--- src/rtl/mips_pkg.sv ---
// Shared definitions for the MIPS core: datapath width, opcodes, fetch FSM
// encoding and the branch offset helper.
package mips_pkg;

  localparam int XLEN = 32;

  localparam logic [5:0] OP_R   = 6'b000000;
  localparam logic [5:0] OP_LW  = 6'b100011;
  localparam logic [5:0] OP_SW  = 6'b101011;
  localparam logic [5:0] OP_BEQ = 6'b000100;
  localparam logic [5:0] OP_J   = 6'b000010;

  typedef enum logic {
    ST_FETCH = 1'b0,
    ST_EXEC  = 1'b1
  } fetch_state_e;

  // Word-granular branch displacement: sign-extended imm16 shifted left by two.
  function automatic logic [XLEN-1:0] branch_offset(input logic [15:0] imm);
    return {{(XLEN-18){imm[15]}}, imm, 2'b00};
  endfunction

endpackage

--- src/rtl/fetch_unit_if.sv ---
// Instruction memory read port: request/address out, ack/data back.
interface fetch_unit_if;
  import mips_pkg::*;

  logic            req;
  logic [XLEN-1:0] addr;
  logic            ack;
  logic [XLEN-1:0] rdata;

  modport master (output req, addr, input ack, rdata);
  modport slave  (input req, addr, output ack, rdata);

endinterface

--- src/rtl/next_pc_logic.sv ---
// Combinational next-PC selection: jump target, taken branch, or fall-through.
module next_pc_logic
  import mips_pkg::*;
(
  input  logic [XLEN-1:0] pc_plus4,
  input  logic [XLEN-1:0] inst,
  input  logic            Branch,
  input  logic            JMP,
  input  logic            zero,
  output logic [XLEN-1:0] next_pc
);

  logic [XLEN-1:0] jump_target;
  logic [XLEN-1:0] branch_target;
  logic            unused_opcode;

  assign jump_target   = {pc_plus4[31:28], inst[25:0], 2'b00};
  assign branch_target = pc_plus4 + branch_offset(inst[15:0]);
  assign unused_opcode = ^inst[31:26];

  // Jump has priority over a taken branch.
  always_comb begin
    next_pc = pc_plus4;
    if (JMP) begin
      next_pc = jump_target;
    end else if (Branch && zero) begin
      next_pc = branch_target;
    end
  end

endmodule

--- src/rtl/fetch_unit.sv ---
// Instruction fetch stage: PC register, variable-latency imem fetch, and
// instruction retirement with branch/jump redirection.
module fetch_unit
  import mips_pkg::*;
#(
  parameter logic [XLEN-1:0] RESET_PC = 32'h0000_0000
) (
  input  logic            clk,
  input  logic            rst,
  fetch_unit_if.master    imem,
  output logic [XLEN-1:0] inst,
  output logic [5:0]      op,
  output logic            inst_valid,
  output logic [XLEN-1:0] pc,
  output logic [XLEN-1:0] pc_plus4,
  input  logic            Branch,
  input  logic            JMP,
  input  logic            zero,
  input  logic            stall,
  output logic [XLEN-1:0] retired
);

  localparam logic [XLEN-1:0] PC_INIT = {RESET_PC[XLEN-1:2], 2'b00};

  fetch_state_e    state_reg, state_next;
  logic [XLEN-1:0] pc_reg, pc_next;
  logic [XLEN-1:0] inst_reg, inst_next;
  logic [XLEN-1:0] retired_reg, retired_next;
  logic [XLEN-1:0] pc_plus4_w;
  logic [XLEN-1:0] next_pc;

  assign pc_plus4_w = pc_reg + 32'd4;

  next_pc_logic u_next_pc (
    .pc_plus4 (pc_plus4_w),
    .inst     (inst_reg),
    .Branch   (Branch),
    .JMP      (JMP),
    .zero     (zero),
    .next_pc  (next_pc)
  );

  always_ff @(posedge clk) begin
    if (rst) begin
      state_reg   <= ST_FETCH;
      pc_reg      <= PC_INIT;
      inst_reg    <= '0;
      retired_reg <= '0;
    end else begin
      state_reg   <= state_next;
      pc_reg      <= pc_next;
      inst_reg    <= inst_next;
      retired_reg <= retired_next;
    end
  end

  // Ack is only honoured while requesting; control inputs only while executing.
  always_comb begin
    state_next   = state_reg;
    pc_next      = pc_reg;
    inst_next    = inst_reg;
    retired_next = retired_reg;
    case (state_reg)
      ST_FETCH: begin
        if (imem.ack) begin
          inst_next  = imem.rdata;
          state_next = ST_EXEC;
        end
      end
      ST_EXEC: begin
        if (!stall) begin
          pc_next      = next_pc;
          retired_next = retired_reg + 32'd1;
          state_next   = ST_FETCH;
        end
      end
      default: state_next = ST_FETCH;
    endcase
  end

  assign imem.req   = (state_reg == ST_FETCH);
  assign imem.addr  = pc_reg;
  assign inst       = inst_reg;
  assign op         = inst_reg[31:26];
  assign inst_valid = (state_reg == ST_EXEC);
  assign pc         = pc_reg;
  assign pc_plus4   = pc_plus4_w;
  assign retired    = retired_reg;

endmodule

--- src/flat_wrapper.sv ---
// flat-port wrapper written by rule: the top's interface ports become plain ports
module fetch_unit_flat import mips_pkg::*;
#(
  parameter logic [XLEN-1:0] RESET_PC = 32'h0000_0000
)
  (clk, rst, inst, op, inst_valid, pc, pc_plus4, Branch, JMP, zero, stall, retired, imem_req, imem_addr, imem_ack, imem_rdata);
  fetch_unit_if imem_i ();
  input  logic clk;
  input  logic rst;
  output logic [XLEN-1:0] inst;
  output logic [5:0] op;
  output logic inst_valid;
  output logic [XLEN-1:0] pc;
  output logic [XLEN-1:0] pc_plus4;
  input  logic Branch;
  input  logic JMP;
  input  logic zero;
  input  logic stall;
  output logic [XLEN-1:0] retired;
  output wire logic [$bits(imem_i.req)-1:0] imem_req;
  output wire logic [$bits(imem_i.addr)-1:0] imem_addr;
  input wire logic [$bits(imem_i.ack)-1:0] imem_ack;
  input wire logic [$bits(imem_i.rdata)-1:0] imem_rdata;
  assign imem_req = imem_i.req;
  assign imem_addr = imem_i.addr;
  assign imem_i.ack = imem_ack;
  assign imem_i.rdata = imem_rdata;
  fetch_unit #(.RESET_PC(RESET_PC)) u_core (.clk(clk), .rst(rst), .imem(imem_i), .inst(inst), .op(op), .inst_valid(inst_valid), .pc(pc), .pc_plus4(pc_plus4), .Branch(Branch), .JMP(JMP), .zero(zero), .stall(stall), .retired(retired));
endmodule
--- config.mk ---
export PLATFORM = sky130hd
export DESIGN_NAME = fetch_unit_flat
export DESIGN_NICKNAME = d
export VERILOG_FILES = /design/src/rtl/mips_pkg.sv /design/src/rtl/fetch_unit_if.sv /design/src/rtl/next_pc_logic.sv /design/src/rtl/fetch_unit.sv /design/src/flat_wrapper.sv
export SDC_FILE = /design/constraint.sdc
export NUM_CORES = 1
export LEC_CHECK = 0
export ABC_AREA = 1
export BUFFER_PORTS_ARGS = -buffer_cell sky130_fd_sc_hd__buf_2
export CORE_MARGIN = 8
export CORE_UTILIZATION = 50
export DETAILED_ROUTE_END_ITERATION = 8
export PLACE_DENSITY = 0.79
export SETUP_SLACK_MARGIN = 0.2
export SLEW_MARGIN = 20
export SYNTH_ARGS = -nofsm -noshare
export SYNTH_HDL_FRONTEND = slang
export SYNTH_SLANG_ARGS = --single-unit
export TNS_END_PERCENT = 30
--- constraint.sdc ---
create_clock -name clk -period 3.8 [get_ports clk]
set_input_delay 0.19 -clock clk [delete_from_list [all_inputs] [get_ports clk]]
set_output_delay 0.19 -clock clk [all_outputs]
set_load 0.02 [all_outputs]
# After elaboration in Yosys (flattened, before gate mapping)
# Cells that the tools add are included.
# word_totals
ff_bits	97
latch_bits	0
ram_bits	0
rom_bits	0
out_inout_bits	168
wordCells	17
n_memories	0
# op_classes
add_sub_neg	3
n_mul	0
n_div	0
n_lt_le_gt_ge	0
n_eq_ne	0
n_shift	0
n_mux	5
bitwise_logic	2
reduce_logical	3
# ops
op	count
$mux 32	2
$add 32x1->32 const B	1
$add 32x3->32 const B	1
$add 32x32->32	1
$reduce_and 2->1	2
$mux 1	2
$not 1->1	2
$pmux 1 s2	1
$logic_and 1x1->1	1

# Longest topological paths before layout
# Gate-level depths: netlist of the first run.
# depth
word_depth	4
mapped_depth	23
depth_no_buf	23

# Cells and area by module
# From an unflattened synthesis of the first run, not the netlist that was laid out.
# unflattened
cells_unflattened	1374
hier_area_um2	8116.5
# by_module_without_submodules
module	instances	cells_each	area_per_inst_um2
fetch_unit	1	754	5141.2
next_pc_logic	1	620	2975.4

# Worst setup path after synthesis of the first run
# Ideal clock, no wire load.
# synth_timing
kind	register to register
from	reg u_core.pc_reg[2], in the netlist u_core.imem.addr[2]
to	reg u_core.pc_reg[29], in the netlist u_core.imem.addr[29]
setup_ns	0.112
arrival_time_ns	3.031
required_time_ns	3.688
slack_ns	0.657
stages_incl_launch_ff	21
path_buffers	0
synth_period_minus_slack_ns	3.143
path_cell_list	dfxtp_1 > ha_1 > nand2_2 > nor2_4 > nand2_4 > inv_2 > nand4_1 > xor2_1 > ha_1 > nand2_1 > inv_1 > nand2_1 > nand3_1 > a21oi_1 > nor2_1 > nor2_1 > nand2_1 > nand2_1 > nand3_1 > nand2_1 > nand2_1
# synth_between
elab_chain_cells	4
# synth_lines
element	line_no	source
start: declaration	fetch_unit.sv:26	logic [XLEN-1:0] pc_reg, pc_next;
start signal: assignment	fetch_unit.sv:51	pc_reg <= pc_next;
$add 32x3->32	fetch_unit.sv:32	assign pc_plus4_w = pc_reg + 32'd4;
net pc_plus4[20]	flat_wrapper.sv:14	output logic [XLEN-1:0] pc_plus4;
$add 32x32->32	next_pc_logic.sv:18	assign branch_target = pc_plus4 + branch_offset(inst[15:0]);
$mux 32	next_pc_logic.sv:26	end else if (Branch && zero) begin
$mux 32	next_pc_logic.sv:24	if (JMP) begin
# The timed path passes the listed nets, and every way through them passes these cells.
# A chain may end at the register's enable or synchronous reset.

# Worst setup path after layout of the first run
# layout_timing
from	reg u_core.pc_reg[3], in the netlist u_core.imem.addr[3]
to	reg u_core.pc_reg[21], in the netlist u_core.imem.addr[21]
# layout_between
elab_chain_cells	4
# layout_lines
element	line_no
$add 32x3->32 (*)	fetch_unit.sv:32
$add 32x32->32	next_pc_logic.sv:18
$mux 32 (*)	next_pc_logic.sv:26
$mux 32 (*)	next_pc_logic.sv:24
# Every way passes the cells marked *; elsewhere a longest branch is shown, timed or not.

==> results of run 1 <==
-- per-stage QoR --
step	setup WS (ns)	utilization [%]	std cells	power, uW
after detailed placement	0.3729	57.08	1713	1675
after global routing	0.2243	59.35	1729	2849
after floorplan	0.6568	-	1359	1493
final	0.4338	59.35	1729	2747
after global placement	0.4477	57.08	1713	1667
after CTS	0.3356	59.31	1729	2741
-- worst paths after layout --
path	from	endpoint	slack, ns	cells after the start
worst max-delay path	u_core.imem.addr[3]$_SDFFE_PP0P_	u_core.imem.addr[21]$_SDFFE_PP0P_	0.43	18
worst min-delay path	imem_rdata[3]	u_core.inst[3]$_SDFFE_PP0P_	0.06	3
worst max register to register	u_core.imem.addr[3]$_SDFFE_PP0P_	u_core.imem.addr[21]$_SDFFE_PP0P_	0.43	18
worst min register to register	u_core.inst[17]$_SDFFE_PP0P_	u_core.inst[17]$_SDFFE_PP0P_	0.48	2
-- layout make-up --
type / count / area, sq um / area share, %
Multi-Input combinational cell: 996 / 5092 / 54.01
Sequential cell: 95 / 1903 / 20.19
Timing Repair Buffer: 209 / 1069 / 11.33
Inverter: 197 / 739.5 / 7.843
Tap cell: 216 / 270.3 / 2.867
Clock buffer: 10 / 239.0 / 2.535
Clock inverter: 6 / 115.1 / 1.221
-- where the power goes --
part | internal (uW) | switching (uW)
logic | 176 | 383
registers | 1040 | 65.5
clock network | 667 | 419
total | 1880 | 867
-- layout by cell type (no fill, tap or decap), types with 7 or more instances in the layout --
cell       instances
nor2_2             7
nand2_2           14
xnor2_1            9
nand4_1           20
nor2_4             8
a21oi_1           80
nand2_1          424
nor2_1           131
o21ai_0           56
inv_2             12
buf_2            200
nor3_2             7
buf_4              9
xor2_1            25
nor3_1            20
clkbuf_16          9
dfxtp_1           94
nand3_1           88
inv_1            185
ha_1              37
-- cells by family after synthesis --
kind of cell	after synthesis	share of synthesized area, %
buf+inv	268	14.32
compound gates	161	10.49
flops	95	23.38
simple gates	754	41.57
xor+xnor	37	4.260
fa+ha+maj	38	5.937
other cells	1	0.04610
-- per-layer routing --
metal	vias up	global-route usage [%]	wire [microns]
met5	-	0	0
met4	0	10.74	881
met3	57	4.545	2256
met2	406	46.42	13310
met1	4176	33.21	11670
li1	4545	-	-
-- Yosys cell counts (all sizes together) (5+ instances only) --
library cell / instances / area [sq um]
nand2: 442 / 1724
inv: 197 / 739.5
nor2: 148 / 665.6
dfxtp: 95 / 1902
nand3: 92 / 480.5
a21oi: 80 / 400.4
o21ai: 62 / 310.3
buf: 46 / 331.6
ha: 37 / 462.9
nor3: 28 / 181.4
xor2: 27 / 251.5
clkbuf: 25 / 93.84
nand4: 23 / 171.4
xnor2: 10 / 95.10
and2: 5 / 31.28
nand3b: 5 / 37.54
o211ai: 5 / 37.54
-- worst min-delay path, cell delays in order --
cell	delay (ns)
buf_2	0.07
nor2_1	0.03
nor2_1	0.08
==> flow_summary.yaml, run 1 <==
run:
  maxCapViolCount: 0
floorplanning:
  die_y_microns: 143.6
  dieArea_sq_um: 20610
  rows: 46
  coreArea_sq_um: 15890
  ioPinCount: 207
  start_util_pct: 51.21
  die_w_microns: 143.6
worst_hold_path:
  min_path_type: "in2reg"
timing:
  worst-slew-pin-transition_ns: 1.142
  finalHoldViolCount: 0
  setup_viol: 0
  skew_ns: 0.009338
  rsz0062_at_grt: "false"
  tns_ns: 0
  fmax_mhz: 297.1
  final.period_utilization_pct: 88.58
  maxSlewHeadroom_pct: 23.76
  min_period_ns: 3.366
  slew_viol_final: 0
  hold_slack_ns: 0.06240
worst_setup_path:
  crit_chain: "ha_1, nand2_2, nor2_4, nand2_2, nor3_2, nand2_1, and2_1, ha_1, nand2_1, nor2_1, inv_1, nor2_1, nand3b_1, nand3_1, nand2_1, nand3_1, nand2_1, a21oi_1"
  slowest_stage: "dfxtp_1"
  max_stage_delay_ns: 0.45
  cp_top_family: "simple AND/OR/NAND/NOR gates"
  worstSetupPathType: "reg2reg"
  end_kind: "flop"
  cp.arrival_ns: 3.63
  cp_max_fo: 6
  cpMostUsedCell: "nand2_1"
  required_ns: 4.07
  path_buf_inv: 1
  start_kind: "flop"
clocking:
  cts_tree: "yes"
  cts_setup_buffers: 0
  cts_root_buf: "clkbuf_16"
  cts_hold_buf: 0
  clkSinkCount: 95
  clockBufferDepth: 2
  cts-buffers-inserted: 9
  insertion_delay_ns: 0.35
  post_cts_resized: 0
  clk_transition_reported_paths_ns: 0.07
  h-tree-depth: 3
yosys:
  ys.warnings.count: 0
  ys_types: 49
  ys.flop_type: "dfxtp_1"
  synthArstFlopShare_pct: 0
  synth_seq_cells: 95
  synth_edf_count: 0
  syn_area_sq_um: 8135
  syn_area_per_cell_sq_um: 6.008
  ys_seq_area_share_pct: 23.38
  syn_inst: 1354
global_routing:
  grt_overflow: 0
  track_usage_pct: 27.12
  grt_pass1_wl_microns: 44280
  grt_max_degree: 45
  grt_pass1_vias: 8723
  antenna_found_initial: 0
layout:
  n_antenna_cell: 0
  fillCellCount: 1612
  drive_above_1_share_pct: 19.70
  fin_area_sq_um: 9428
  fin_nets: 1585
  area_growth_pct: 15.89
route:
  via_per_inst: 5.312
  drt_iter0_markers: 820
  vias: 9184
  firstDrtPassIters: 7
  postRouteAntennaNets: 0
  post_drt_wl_per_cell_microns: 16.26
  wirelength_microns: 28120
  drc: 0
placement:
  dp_hpwl_microns: 22910
  placed_cell_area_sq_um: 9067
  numPortBuffers: 200
  gp_congestion: 1.042
pwr:
  p_per_area_nw_per_um2: 291.3
  max-vdd-ir-drop_mv: 0.2753
  power_leakage_uw: 0.005072
run_status:
  outcome: "completed"
Note: power is estimated with default switching activity, not from simulation.
==> run 2, diff against run 1 <==
--- a/config.mk
+++ b/config.mk
@@ -7,6 +7,7 @@
 export LEC_CHECK = 0
 export ABC_AREA = 1
 export BUFFER_PORTS_ARGS = -buffer_cell sky130_fd_sc_hd__buf_2
+export CORE_ASPECT_RATIO = 0.6
 export CORE_MARGIN = 8
 export CORE_UTILIZATION = 50
 export DETAILED_ROUTE_END_ITERATION = 8
==> run 2 against run 1 <==
Compared with the run above:
- wire length is 9.5% higher
- count of clock-buffer cells in the layout shrank 1
- die area rose by 0.65%
- worst hold slack about the same
- first-iteration DRC count rose by 38%
- power is 3.2% lower
- sequential power is essentially flat
- highest routed layer unchanged
==> flow_summary.yaml, run 2 (synthesized netlist as in run 1, its figures left out) <==
pwr:
  max-vdd-ir-drop_mv: 0.3186
  power_leakage_uw: 0.005094
  p_per_area_nw_per_um2: 281.4
  p_total_uw: 2658
layout:
  fin_nets: 1591
  final_common_cell: "nand2_1"
  fin_area_sq_um: 9444
  n_antenna_cell: 0
  fillCellCount: 1594
  area_growth_pct: 16.09
  final_cell_mix: "nand2_1 (424), buf_2 (200), inv_1 (185)"
  drive_above_1_share_pct: 20.41
floorplanning:
  die_y_microns: 114.8
  start_util_pct: 50.59
  ioPinCount: 207
  die_w_microns: 180.7
  rows: 36
  coreArea_sq_um: 16080
  dieArea_sq_um: 20740
placement:
  placed_cell_area_sq_um: 9096
  numPortBuffers: 200
  gp_congestion: 1.021
  dp_hpwl_microns: 24890
run:
  maxCapViolCount: 0
timing:
  tns_ns: 0
  fmax_mhz: 292.0
  min_period_ns: 3.425
  final.period_utilization_pct: 90.12
  worst-slew-pin-transition_ns: 1.145
  finalHoldViolCount: 0
  skew_ns: 0.01320
  maxSlewHeadroom_pct: 23.55
  rsz0062_at_grt: "false"
  slew_viol_final: 0
  setup_viol: 0
worst_setup_path:
  end_kind: "flop"
  worstSetupPathType: "reg2reg"
  cp_max_fo: 7
  required_ns: 4.05
  cp.arrival_ns: 3.68
  start_kind: "flop"
global_routing:
  grt_overflow: 0
  antenna_found_initial: 0
  grt_max_degree: 45
  grt_pass1_wl_microns: 46860
  track_usage_pct: 28.41
  grt_pass1_vias: 8338
route:
  via_per_inst: 5.387
  drc: 0
  vias: 9308
  postRouteAntennaNets: 0
  post_drt_wl_per_cell_microns: 17.82
  firstDrtPassIters: 8
  drt_iter0_markers: 1128
  wirelength_microns: 30790
worst_hold_path:
  min_path_type: "in2reg"
clocking:
  insertion_delay_ns: 0.35
  clk_transition_reported_paths_ns: 0.08
  clkSinkCount: 95
  cts_root_buf: "clkbuf_16"
  cts_hold_buf: 0
  h-tree-depth: 3
  clockBufferDepth: 2
  cts-buffers-inserted: 9
  cts_tree: "yes"
run_status:
  outcome: "completed"
-- run 2: cell count changes in the layout (fill, tap and decap cells not counted), moves of 2 or more --
cell       before  now
a21oi_2         0    2
a21oi_1        80   78
buf_4           9   15
dfxtp_2         1    3
dfxtp_1        94   92
bufinv_16       3    1
-- run 2: area by class of cell --
cell class / instances / area, sq um / share of cell area [%]
Clock buffer: 9 / 225.2 / 2.385
Inverter: 197 / 739.5 / 7.830
Tap cell: 209 / 261.5 / 2.769
Clock inverter: 7 / 88.84 / 0.9406
Sequential cell: 95 / 1906 / 20.18
Timing Repair Buffer: 215 / 1114 / 11.79
Multi-Input combinational cell: 996 / 5110 / 54.11
-- run 2: final timing paths --
path	depth (start not counted)	endpoint	slack, ns	from
worst max-delay path	18	u_core.imem.addr[29]$_SDFFE_PP0P_	0.38	u_core.imem.addr[2]$_SDFFE_PP0P_
worst min-delay path	3	u_core.inst[20]$_SDFFE_PP0P_	0.06	imem_rdata[20]
worst max register to register	18	u_core.imem.addr[29]$_SDFFE_PP0P_	0.38	u_core.imem.addr[2]$_SDFFE_PP0P_
worst min register to register	2	u_core.retired[8]$_SDFFE_PP0P_	0.50	u_core.retired[8]$_SDFFE_PP0P_
-- run 2: metal layers --
metal	up-vias	track usage, %	part of all wire, %
met1	4189	41.98	46
met4	0	4.386	0.99
li1	4557	-	-
met5	-	0	0
met2	533	40.51	39
met3	29	8.110	14
-- run 2: per-stage QoR --
step	hold WS, ns	setup WS (ns)	instances	utilization, %
detailed placement	0.4186	0.2009	1711	56.57
global route	0.05982	0.2024	1728	58.73
CTS	0.06053	0.2899	1727	58.57
global placement	0.4102	0.2151	1711	56.57
finish	0.06228	0.3754	1728	58.73
floorplan	0.3249	0.6568	1359	-
-- run 2: power by group --
| group | internal, uW | switching (uW) | total (uW) |
|---|---|---|---|
| registers | 1040 | 66.8 | 1100 |
| logic | 178 | 390 | 568 |
| clock network | 527 | 459 | 986 |
-- run 2: what timing repair did --
action,in CTS,in global routing
endpoints found under the hold margin,0,0
buffers inserted,0,1
resized for setup,1,7
endpoints found under the setup margin,1,15
pin swaps,0,1
-- run 2: critical path, stage by stage, from the launching register on --
cell and delay, ns:
dfxtp_2 0.42, ha_1 0.24, nand2_2 0.08, nor2_4 0.20, nand2_4 0.11, nor2_2 0.19
nand3_1 0.20, xor2_1 0.23, inv_1 0.11, ha_1 0.38, nand2_1 0.09, nor2_1 0.23
nand2_1 0.17, nor3_1 0.17, nand2_1 0.18, nand3_1 0.13, nand3_1 0.08, nand2_1 0.08
nand2_1 0.04
==> run 3, diff against run 2 <==
--- a/config.mk
+++ b/config.mk
@@ -7,11 +7,13 @@
 export LEC_CHECK = 0
 export ABC_AREA = 1
 export BUFFER_PORTS_ARGS = -buffer_cell sky130_fd_sc_hd__buf_2
+export CELL_PAD_IN_SITES_DETAIL_PLACEMENT = 0
+export CELL_PAD_IN_SITES_GLOBAL_PLACEMENT = 1
 export CORE_ASPECT_RATIO = 0.6
 export CORE_MARGIN = 8
-export CORE_UTILIZATION = 50
+export CORE_UTILIZATION = 33
 export DETAILED_ROUTE_END_ITERATION = 8
-export PLACE_DENSITY = 0.79
+export PLACE_DENSITY = 0.8
 export SETUP_SLACK_MARGIN = 0.2
 export SLEW_MARGIN = 20
 export SYNTH_ARGS = -nofsm -noshare
==> constraint.sdc (replaced) <==
create_clock -name clk -period 2.8 [get_ports clk]
set_input_delay 0.14 -clock clk [delete_from_list [all_inputs] [get_ports clk]]
set_output_delay 0.14 -clock clk [all_outputs]
set_load 0.01 [all_outputs]
==> run 3 against run 2 <==
Compared with the run above:
- die area increased by 45%
- the run now ends with negative setup slack left
- count of clock-buffer cells in the layout unchanged
- clock power increased by 47%
- power increased by 48%
==> flow_summary.yaml, run 3 (synthesized netlist as in run 1, its figures left out) <==
run_status:
  outcome: "complete, but fails checks"
  failed_checks: "negative setup slack"
route:
  postRouteAntennaNets: 0
  drc: 0
  drt_iter0_markers: 779
  via_per_inst: 4.894
  firstDrtPassIters: 5
  vias: 9921
  wirelength_microns: 35790
  post_drt_wl_per_cell_microns: 17.66
floorplanning:
  die_w_microns: 218.7
  die_y_microns: 137.6
  dieArea_sq_um: 30100
  start_util_pct: 33.58
  ioPinCount: 207
  coreArea_sq_um: 24220
  rows: 44
worst_setup_path:
  ff2ff_setup_slack_ns: -0.11
  cp.arrival_ns: 3.15
  start_kind: "flop"
  cpMostUsedCell: "nand2_4"
  crit_chain: "ha_4, nand2_4, nor2_4, nand2_4, buf_6, inv_4, nand4_1, xor2_2, ha_4, nand2_8, inv_6, nand2_4, nand3_4, a21oi_4, buf_6, nand3_1, nand2_1, nand3_2, nand2_1, a21oi_1"
  slowest_stage: "dfxtp_4"
  worstSetupPathType: "reg2reg"
  cp_top_family: "simple AND/OR/NAND/NOR gates"
  required_ns: 3.03
  cp.depth: 20
  cp_max_fo: 4
  path_buf_inv: 4
  rr_worst_depth: 20
  max_stage_delay_ns: 0.37
  end_kind: "flop"
clocking:
  clk_transition_reported_paths_ns: 0.07
  cts-buffers-inserted: 9
  cts_root_buf: "clkbuf_16"
  insertion_delay_ns: 0.34
  h-tree-depth: 3
  clkSinkCount: 95
  clockBufferDepth: 2
  cts_hold_buf: 0
  cts_tree: "yes"
layout:
  drive_above_1_share_pct: 38.73
  final_common_cell: "nand2_1"
  area_growth_pct: 47.79
  ff_latch_area_sq_um: 1934
  multi_input_area_sq_um: 5979
  fin_util_pct: 49.63
  fin_nets: 1776
  fin_area_sq_um: 12020
  fillCellCount: 2522
  final_cell_mix: "nand2_1 (371), buf_2 (200), buf_4 (180)"
timing:
  min_period_ns: 2.915
  setup_viol: 10
  skew_ns: 0.01094
  slew_viol_final: 0
  final.period_utilization_pct: 104.1
  worst-slew-pin-transition_ns: 1.001
  finalHoldViolCount: 0
  fmax_mhz: 343.1
  maxSlewHeadroom_pct: 33.22
  setup_slack_ns: -0.1148
  rsz0062_at_grt: "true"
  hold_slack_ns: 0.01413
pwr:
  power_leakage_uw: 0.006244
  p_per_area_nw_per_um2: 326.7
  max-vdd-ir-drop_mv: 0.2653
  p_total_uw: 3928
run:
  maxCapViolCount: 0
global_routing:
  grt_overflow: 0
  grt_pass1_wl_microns: 53240
  grt_pass1_vias: 9257
  grt_max_degree: 32
  track_usage_pct: 22.86
  antenna_found_initial: 2
placement:
  numPortBuffers: 200
  dp_hpwl_microns: 29000
  gp_congestion: 0.9657
  placed_cell_area_sq_um: 10600
worst_hold_path:
  whs_path_depth: 3
  min_path_type: "in2reg"
-- run 3: changes by cell type in the layout (fill, tap and decap cells not counted), sizes merged --
cell	previous run	this run
diode	0	1
buf	215	400
inv	200	199
bufinv	1	3
clkinv	3	1
clkinvlp	0	1
-- run 3: layout make-up --
type	count	area share, %
antenna	1	0.02081
multi-input combinational	996	49.73
tap	322	3.351
timing repair buffer	400	21.73
sequential	95	16.09
inverter	197	6.213
clock buffer	9	1.873
clock inverter	7	0.9887
-- run 3: per-stage QoR --
| step | worst slack (ns) | std cells | TNS [ns] |
|---|---|---|---|
| 6_report | -0.1148 | 2027 | -0.3554 |
| 5_1_grt | -0.2251 | 2027 | -3.605 |
| 4_1_cts | -0.005801 | 2017 | -0.009528 |
| 3_5_place_dp | -0.4263 | 1986 | -2.737 |
| 3_3_place_gp | -0.4752 | 1986 | -2.981 |
| 2_1_floorplan | 0.2039 | 1359 | 0 |
-- run 3: worst register-to-register path, stage by stage (launching register included) --
cell     delay, ns
dfxtp_4       0.37
ha_4          0.15
nand2_4       0.06
nor2_4        0.20
nand2_4       0.12
buf_6         0.15
inv_4         0.05
nand4_1       0.14
xor2_2        0.27
ha_4          0.27
nand2_8       0.11
inv_6         0.04
nand2_4       0.06
nand3_4       0.08
a21oi_4       0.21
buf_6         0.14
nand3_1       0.07
nand2_1       0.07
nand3_2       0.11
nand2_1       0.09
a21oi_1       0.05
-- run 3: what timing repair did --
item / 4_1_cts / 5_1_grt
gates resized for setup: 160 / 61
pin swaps: 62 / 34
buffers inserted: 15 / 9
cloned: 0 / 0
endpoints found under the setup margin: 25 / 25
-- run 3: worst paths after layout --
kind / to / from
setup / recovery: u_core.imem.addr[21]$_SDFFE_PP0P_ / u_core.imem.addr[2]$_SDFFE_PP0P_
setup reg to reg: u_core.imem.addr[21]$_SDFFE_PP0P_ / u_core.imem.addr[2]$_SDFFE_PP0P_
hold / removal: u_core.inst[2]$_SDFFE_PP0P_ / imem_rdata[2]
hold reg to reg: u_core.retired[31]$_SDFFE_PP0P_ / u_core.retired[31]$_SDFFE_PP0P_
-- run 3: power breakdown --
group,switching [uW],total [uW],internal (uW)
Sequential,70.8,1480,1410
Clock,568,1450,878
Combinational,580,1010,425
-- run 3: per-layer routing --
layer / part of all wire [%] / global-route usage [%] / up-vias / wire length [microns]
li1: - / - / 4926 / -
met1: 50 / 34.60 / 4549 / 17950
met2: 40 / 31.84 / 410 / 14250
met3: 8.5 / 5.592 / 34 / 3041
met4: 1.5 / 4.468 / 2 / 529
met5: 0.036 / 0 / - / 13
